`src/rtl/imem_loader_pkg.sv`:
```
// Shared types and defaults for the instruction-memory boot loader.
package imem_loader_pkg;

  localparam int WORDS_DEF = 64;
  localparam int AW_DEF    = 6;

  typedef enum logic [2:0] {
    S_IDLE  = 3'd0,
    S_LEN   = 3'd1,
    S_RECV  = 3'd2,
    S_WRITE = 3'd3,
    S_DONE  = 3'd4,
    S_ERR   = 3'd5
  } state_e;

  typedef struct packed {
    logic rx_ready;
    logic busy;
    logic cpu_hold;
    logic done;
    logic err;
    logic mem_we;
  } outs_t;

  // Moore output decode; the top registers it from the next state.
  function automatic outs_t state_outs(input state_e s);
    outs_t o;
    o = '{rx_ready: 1'b0, busy: 1'b0, cpu_hold: 1'b1, done: 1'b0, err: 1'b0, mem_we: 1'b0};
    case (s)
      S_IDLE:  o.cpu_hold = 1'b1;
      S_LEN:   begin o.rx_ready = 1'b1; o.busy = 1'b1; end
      S_RECV:  begin o.rx_ready = 1'b1; o.busy = 1'b1; end
      S_WRITE: begin o.busy = 1'b1; o.mem_we = 1'b1; end
      S_DONE:  begin o.cpu_hold = 1'b0; o.done = 1'b1; end
      S_ERR:   o.err = 1'b1;
      default: o.cpu_hold = 1'b1;
    endcase
    return o;
  endfunction

endpackage

```
`src/rtl/byte_packer.sv`:
```
// Assembles four stream bytes into a little-endian 32-bit word.
module byte_packer (
  input  logic        clk,
  input  logic        rst,
  input  logic        clr,
  input  logic        push,
  input  logic [7:0]  byte_i,
  output logic [31:0] word,
  output logic        full
);

  logic [1:0]  cnt_q;
  logic [31:0] word_q;

  // Lane counter and assembly register; lane 0 is the first byte of a word.
  always_ff @(posedge clk) begin
    if (rst) begin
      cnt_q  <= 2'd0;
      word_q <= 32'd0;
    end else if (clr) begin
      cnt_q  <= 2'd0;
      word_q <= 32'd0;
    end else if (push) begin
      word_q[{cnt_q, 3'b000} +: 8] <= byte_i;
      cnt_q                        <= cnt_q + 2'd1;
    end else begin
      cnt_q  <= cnt_q;
      word_q <= word_q;
    end
  end

  assign word = word_q;
  // High while the next push completes the word.
  assign full = (cnt_q == 2'd3);

endmodule

```
`src/rtl/imem_boot_loader.sv`:
```
// Boot loader: length-prefixed byte stream into instruction memory, holding the core meanwhile.
module imem_boot_loader
  import imem_loader_pkg::*;
#(
  parameter int WORDS = WORDS_DEF,
  parameter int AW    = AW_DEF
) (
  input  logic        clk,
  input  logic        rst,
  input  logic        start,
  input  logic [7:0]  rx_data,
  input  logic        rx_valid,
  output logic        rx_ready,
  output logic        mem_we,
  output logic [31:0] mem_addr,
  output logic [31:0] mem_wd,
  output logic        cpu_hold,
  output logic        busy,
  output logic        done,
  output logic        err
);

  state_e        state_q, state_d;
  outs_t         outs_q;
  logic [7:0]    n_q, n_d;
  logic [AW-1:0] idx_q, idx_d;
  logic          accept;
  logic          pk_clr;
  logic          pk_push;
  logic          pk_full;
  logic [31:0]   pk_word;

  assign accept  = rx_valid && outs_q.rx_ready;
  assign pk_push = accept && (state_q == S_RECV);

  byte_packer u_packer (
    .clk    (clk),
    .rst    (rst),
    .clr    (pk_clr),
    .push   (pk_push),
    .byte_i (rx_data),
    .word   (pk_word),
    .full   (pk_full)
  );

  // Next-state, length latch and word-index logic.
  always_comb begin
    state_d = state_q;
    n_d     = n_q;
    idx_d   = idx_q;
    pk_clr  = 1'b0;
    case (state_q)
      S_IDLE, S_DONE, S_ERR: begin
        if (start) begin
          state_d = S_LEN;
          idx_d   = '0;
          pk_clr  = 1'b1;
        end else begin
          state_d = state_q;
        end
      end
      S_LEN: begin
        if (accept) begin
          if ((rx_data == 8'd0) || ({1'b0, rx_data} > 9'(WORDS))) begin
            state_d = S_ERR;
          end else begin
            n_d     = rx_data;
            state_d = S_RECV;
          end
        end else begin
          state_d = S_LEN;
        end
      end
      S_RECV: begin
        if (accept && pk_full) begin
          state_d = S_WRITE;
        end else begin
          state_d = S_RECV;
        end
      end
      S_WRITE: begin
        idx_d = idx_q + AW'(1);
        // Index width may be narrower than N; compare in N's width.
        if (8'(idx_q) == (n_q - 8'd1)) begin
          state_d = S_DONE;
        end else begin
          state_d = S_RECV;
        end
      end
      default: state_d = S_IDLE;
    endcase
  end

  // State and registered output flags.
  always_ff @(posedge clk) begin
    if (rst) begin
      state_q <= S_IDLE;
      outs_q  <= state_outs(S_IDLE);
      n_q     <= 8'd0;
      idx_q   <= '0;
    end else begin
      state_q <= state_d;
      outs_q  <= state_outs(state_d);
      n_q     <= n_d;
      idx_q   <= idx_d;
    end
  end

  assign rx_ready = outs_q.rx_ready;
  assign busy     = outs_q.busy;
  assign cpu_hold = outs_q.cpu_hold;
  assign done     = outs_q.done;
  assign err      = outs_q.err;
  assign mem_we   = outs_q.mem_we;
  assign mem_addr = {{(30-AW){1'b0}}, idx_q, 2'b00};
  // The packer register is static between the 4th byte and the write cycle.
  assign mem_wd   = pk_word;

endmodule

```
`config.mk`:
```
export PLATFORM = sky130hd
export DESIGN_NAME = imem_boot_loader
export DESIGN_NICKNAME = d
export VERILOG_FILES = /design/src/rtl/imem_loader_pkg.sv /design/src/rtl/byte_packer.sv /design/src/rtl/imem_boot_loader.sv
export SDC_FILE = /design/constraint.sdc
export NUM_CORES = 1
export LEC_CHECK = 0
export BUFFER_PORTS_ARGS = -buffer_cell sky130_fd_sc_hd__buf_4
export CORE_UTILIZATION = 35
export CTS_CLUSTER_DIAMETER = 30
export DETAILED_ROUTE_END_ITERATION = 8
export HOLD_SLACK_MARGIN = 0.1
export PLACE_DENSITY_LB_ADDON = 0.2
export SLEW_MARGIN = 10
export SYNTH_ARGS = -nofsm -noshare
export SYNTH_HDL_FRONTEND = slang
export SYNTH_SLANG_ARGS = --single-unit
```
`constraint.sdc`:
```
create_clock -name clk -period 3.7 [get_ports clk]
set_clock_uncertainty 0.1 [all_clocks]
set_input_delay 0.74 -clock clk [delete_from_list [all_inputs] [get_ports clk]]
set_output_delay 0.74 -clock clk [all_outputs]
set_load 0.05 [all_outputs]
```
==> impl_metrics.py <==
metrics = {
    "run_status": {
        "status": "finished clean",
    },
    "clocking": {
        "cts.path.max_buffers": 2,
        "number_of_clock_sinks": 57,
        "cts-buffers-inserted": 9,
        "cts.reportedPaths.clkPinSlew_ns": 0.07,
        "cts_tree": "yes",
        "cts_hold_buf": 0,
        "htree_levels": 3,
        "worst_skew_pair.late_latency_ns": 0.33,
        "clock_tree.root_cell": "clkbuf_8",
        "post_cts_resize_count": 0,
        "postCtsSetupBuffers": 0,
    },
    "global_routing": {
        "grt_usage_pct": 17.06,
        "first_global_vias": 2296,
        "grt_start_max_net_pins": 35,
        "grt_pass1_wl_um": 11170,
        "number_of_antenna_violations_at_the_first_check_in_global_routing": 0,
        "gr-total-overflow": 0,
    },
    "floorplan": {
        "io_pins": 82,
        "placement_rows": 32,
        "initial_utilization_pct": 36.15,
        "die_area_mm2": 0.008300,
        "die_height_um": 91.11,
        "core-area_mm2": 0.007687,
        "die_width_um": 91.11,
    },
    "place": {
        "dpl.hpwl_um": 4746,
        "gp_congestion": 0.7567,
        "numPortBuffers": 55,
    },
    "worst_setup_path": {
        "critical_path_required_ns": 3.81,
        "timing.critical_path.cells": "buf_4 -> or2_2 -> a2111oi_0 -> nand2b_1 -> mux2i_1 -> nor2_1",
        "setup.worst_path.end": "n_q[5]",
        "critPathMaxStageDelay_ns": 0.59,
        "worst_path_arrival_ns": 2.57,
        "cp-start-kind": "input pin",
        "crit_end_element": "flop",
        "worst_path_max_delay_cell": "a2111oi_0",
        "worstRegToRegCells": 5,
        "worstSetupPathType": "input pin to flop",
        "timing.rr.end": "cpu_hold",
        "worstSetupStartpoint": "rx_data[6]",
        "r2r-start": "n_q[0]",
        "rrSetupSlack_ns": 1.29,
        "cp_max_fo": 9,
    },
    "logic_synthesis": {
        "yosys.area.top_type_share_pct": 41.06,
        "syn_area_per_cell_um2": 8.295,
        "ys_seq_elements": 57,
        "synth.yosys.seq_area_share_pct": 41.06,
        "synthFlopType": "dfxtp_1",
        "post_synth_main_area_contributors": "dfxtp_1 41%, buf_4 7.3%, a21oi_1 7.2%",
        "yosys.cell_types.count": 46,
        "synth-async-reset-ratio_pct": 0,
        "synth-edff-count": 0,
        "syn_inst": 335,
        "synthDominantAreaCellType": "dfxtp_1",
        "synth.yosys.warnings": 0,
        "synthesized_area_mm2": 0.002779,
    },
    "power": {
        "sequentialPowerShare_pct": 45.2,
        "netSwitchingPower_uw": 357.5,
        "power_leakage_uw": 0.001332,
        "p_total_uw": 1374,
        "p_clk_share_pct": 45.5,
        "power_report.internal_total_uw": 1016,
        "power_density_mw_per_mm2": 405.9,
        "switching_share_pct": 26.02,
        "worst_ir_drop_vdd_mv": 0.2165,
        "pwr-share-comb_pct": 9.2,
    },
    "cells_and_area": {
        "n_fill_cell": 803,
        "final_common_cell": "dfxtp_1",
        "final_layout_size_suffix_gt1_share_pct": 20.30,
        "flow.area_growth_from_synthesis_pct": 21.79,
        "most_used_cells_in_the_layout_excluding_fill_and_tap_cells": "57 x dfxtp_1, 56 x buf_4, 40 x a21oi_1, 39 x nand2_1, 33 x nand3_1",
        "diodes": 0,
        "layout.nets": 409,
    },
    "routing": {
        "totalWireLength_um": 6740,
        "first_iter_violations": 96,
        "routedWlPerCell_um": 13.59,
        "drcViolationCount": 0,
        "num_vias": 2427,
        "avgViaCountPerCell": 4.893,
        "ant_nets": 0,
        "drt_pre_antenna_iters": 5,
    },
    "timing": {
        "timing.max_slew.rel_slack_pct": 35.06,
        "total_negative_setup_slacks_ns": 0,
        "hold_viol": 0,
        "rsz0062_at_grt": "no",
        "finalCritPeriodShare_pct": 66.46,
        "timing.fmax_mhz": 406.7,
        "pins_over_their_slew_limit": 0,
        "post-route-min-period_ns": 2.459,
        "setup_viol_count_final": 0,
        "worst-slew-pin-transition_ns": 0.9720,
    },
    "run": {
        "drv.max_cap_violation_count": 0,
    },
    "worst_hold_path": {
        "min_path_type": "flop to flop",
    },
}
## worst min-delay path by stage
stage / endpoint / start / slack, ns / depth (start not counted)
floorplan: n_q[7] / n_q[7] / 0.36 / 1
global placement: u_packer.word[27] / u_packer.word[27] / 0.34 / 2
detailed placement: u_packer.word[19] / u_packer.word[19] / 0.35 / 2
CTS: u_packer.word[19] / u_packer.word[19] / 0.36 / 2
global route: u_packer.word[18] / u_packer.word[18] / 0.38 / 2
finish: u_packer.word[19] / u_packer.word[19] / 0.35 / 2
## synthesized netlist by cell type (2+ instances only)
cell type / instances
a211oi_1: 2
a21oi_1: 40
a22oi_1: 2
and2_1: 5
and3_1: 3
buf_2: 2
buf_4: 27
clkbuf_1: 8
dfxtp_1: 57
ha_1: 8
inv_1: 8
mux2i_1: 7
nand2_1: 39
nand2b_1: 8
nand3_1: 33
nand3b_1: 3
nand4_1: 5
nand4b_1: 2
nor2_1: 23
nor2b_1: 4
nor3_1: 6
nor3b_1: 6
o211ai_1: 3
o21ai_0: 6
or2_2: 2
or3_1: 2
xnor2_1: 4
xor2_1: 2
## per-stage QoR
step | cells | hold slack, ns | util [%] | setup slack, ns | area [um2]
global route | 496 | 0.3781 | 44.03 | 1.041 | 3385
finish | 496 | 0.3531 | 44.03 | 1.241 | 3385
floorplan | 360 | 0.3625 | - | 1.306 | 2873
detailed placement | 480 | 0.3476 | 41.29 | 0.9222 | 3174
CTS | 496 | 0.3571 | 44.03 | 1.259 | 3385
global placement | 480 | 0.3422 | 41.29 | 0.9739 | 3174
## critical path: cells and delay by family
family | cells | cell delay [ns]
buffers and inverters | 1 | 0.15
multiplexers | 1 | 0.24
AND/OR/NAND/NOR | 3 | 0.85
AO/OA/AOI/OAI | 1 | 0.59
## layer usage
metal | vias to the layer above | track usage (%) | part of all wire [%]
li1 | 1218 | - | -
met1 | 1142 | 22.12 | 48
met2 | 57 | 26.20 | 46
met3 | 10 | 4.606 | 5.0
met4 | 0 | 8.069 | 1.4
met5 | - | 0 | 0
## power groups by stage
stage	logic (uW)	clock network, uW	registers, uW
finish	127	626	621
global placement	125	0	635
global route	135	667	622
CTS	127	637	621
detailed placement	127	0	635
floorplan	109	0	643
## kinds of logic after synthesis
| kind of cell | synth area share [%] |
|---|---|
| and+or+nand+nor | 27.11 |
| AOI/OAI and AO/OA | 13.33 |
| adders and majority gates | 3.602 |
| muxes | 2.927 |
| buffers and inverters | 9.950 |
| xor gates and xnor gates | 1.891 |
| DFF | 41.06 |
| other | 0.1349 |
## cell type report
type	instances	area, um2	share of cell area, %
Clock inverter	6	82.58	2.440
Clock buffer	10	127.6	3.771
Multi-Input combinational cell	257	1455	42.99
Inverter	8	30.03	0.8872
Tap cell	102	127.6	3.771
Sequential cell	57	1141	33.72
Timing Repair Buffer	56	420.4	12.42
## sequential cells by signal (all words and copies together) (netlist names), 2 cells and up
register	count
state_q	3
u_packer.cnt_q	2
n_q	8
idx_q	6
u_packer.word	32
Power figures use the tool's default switching activity.
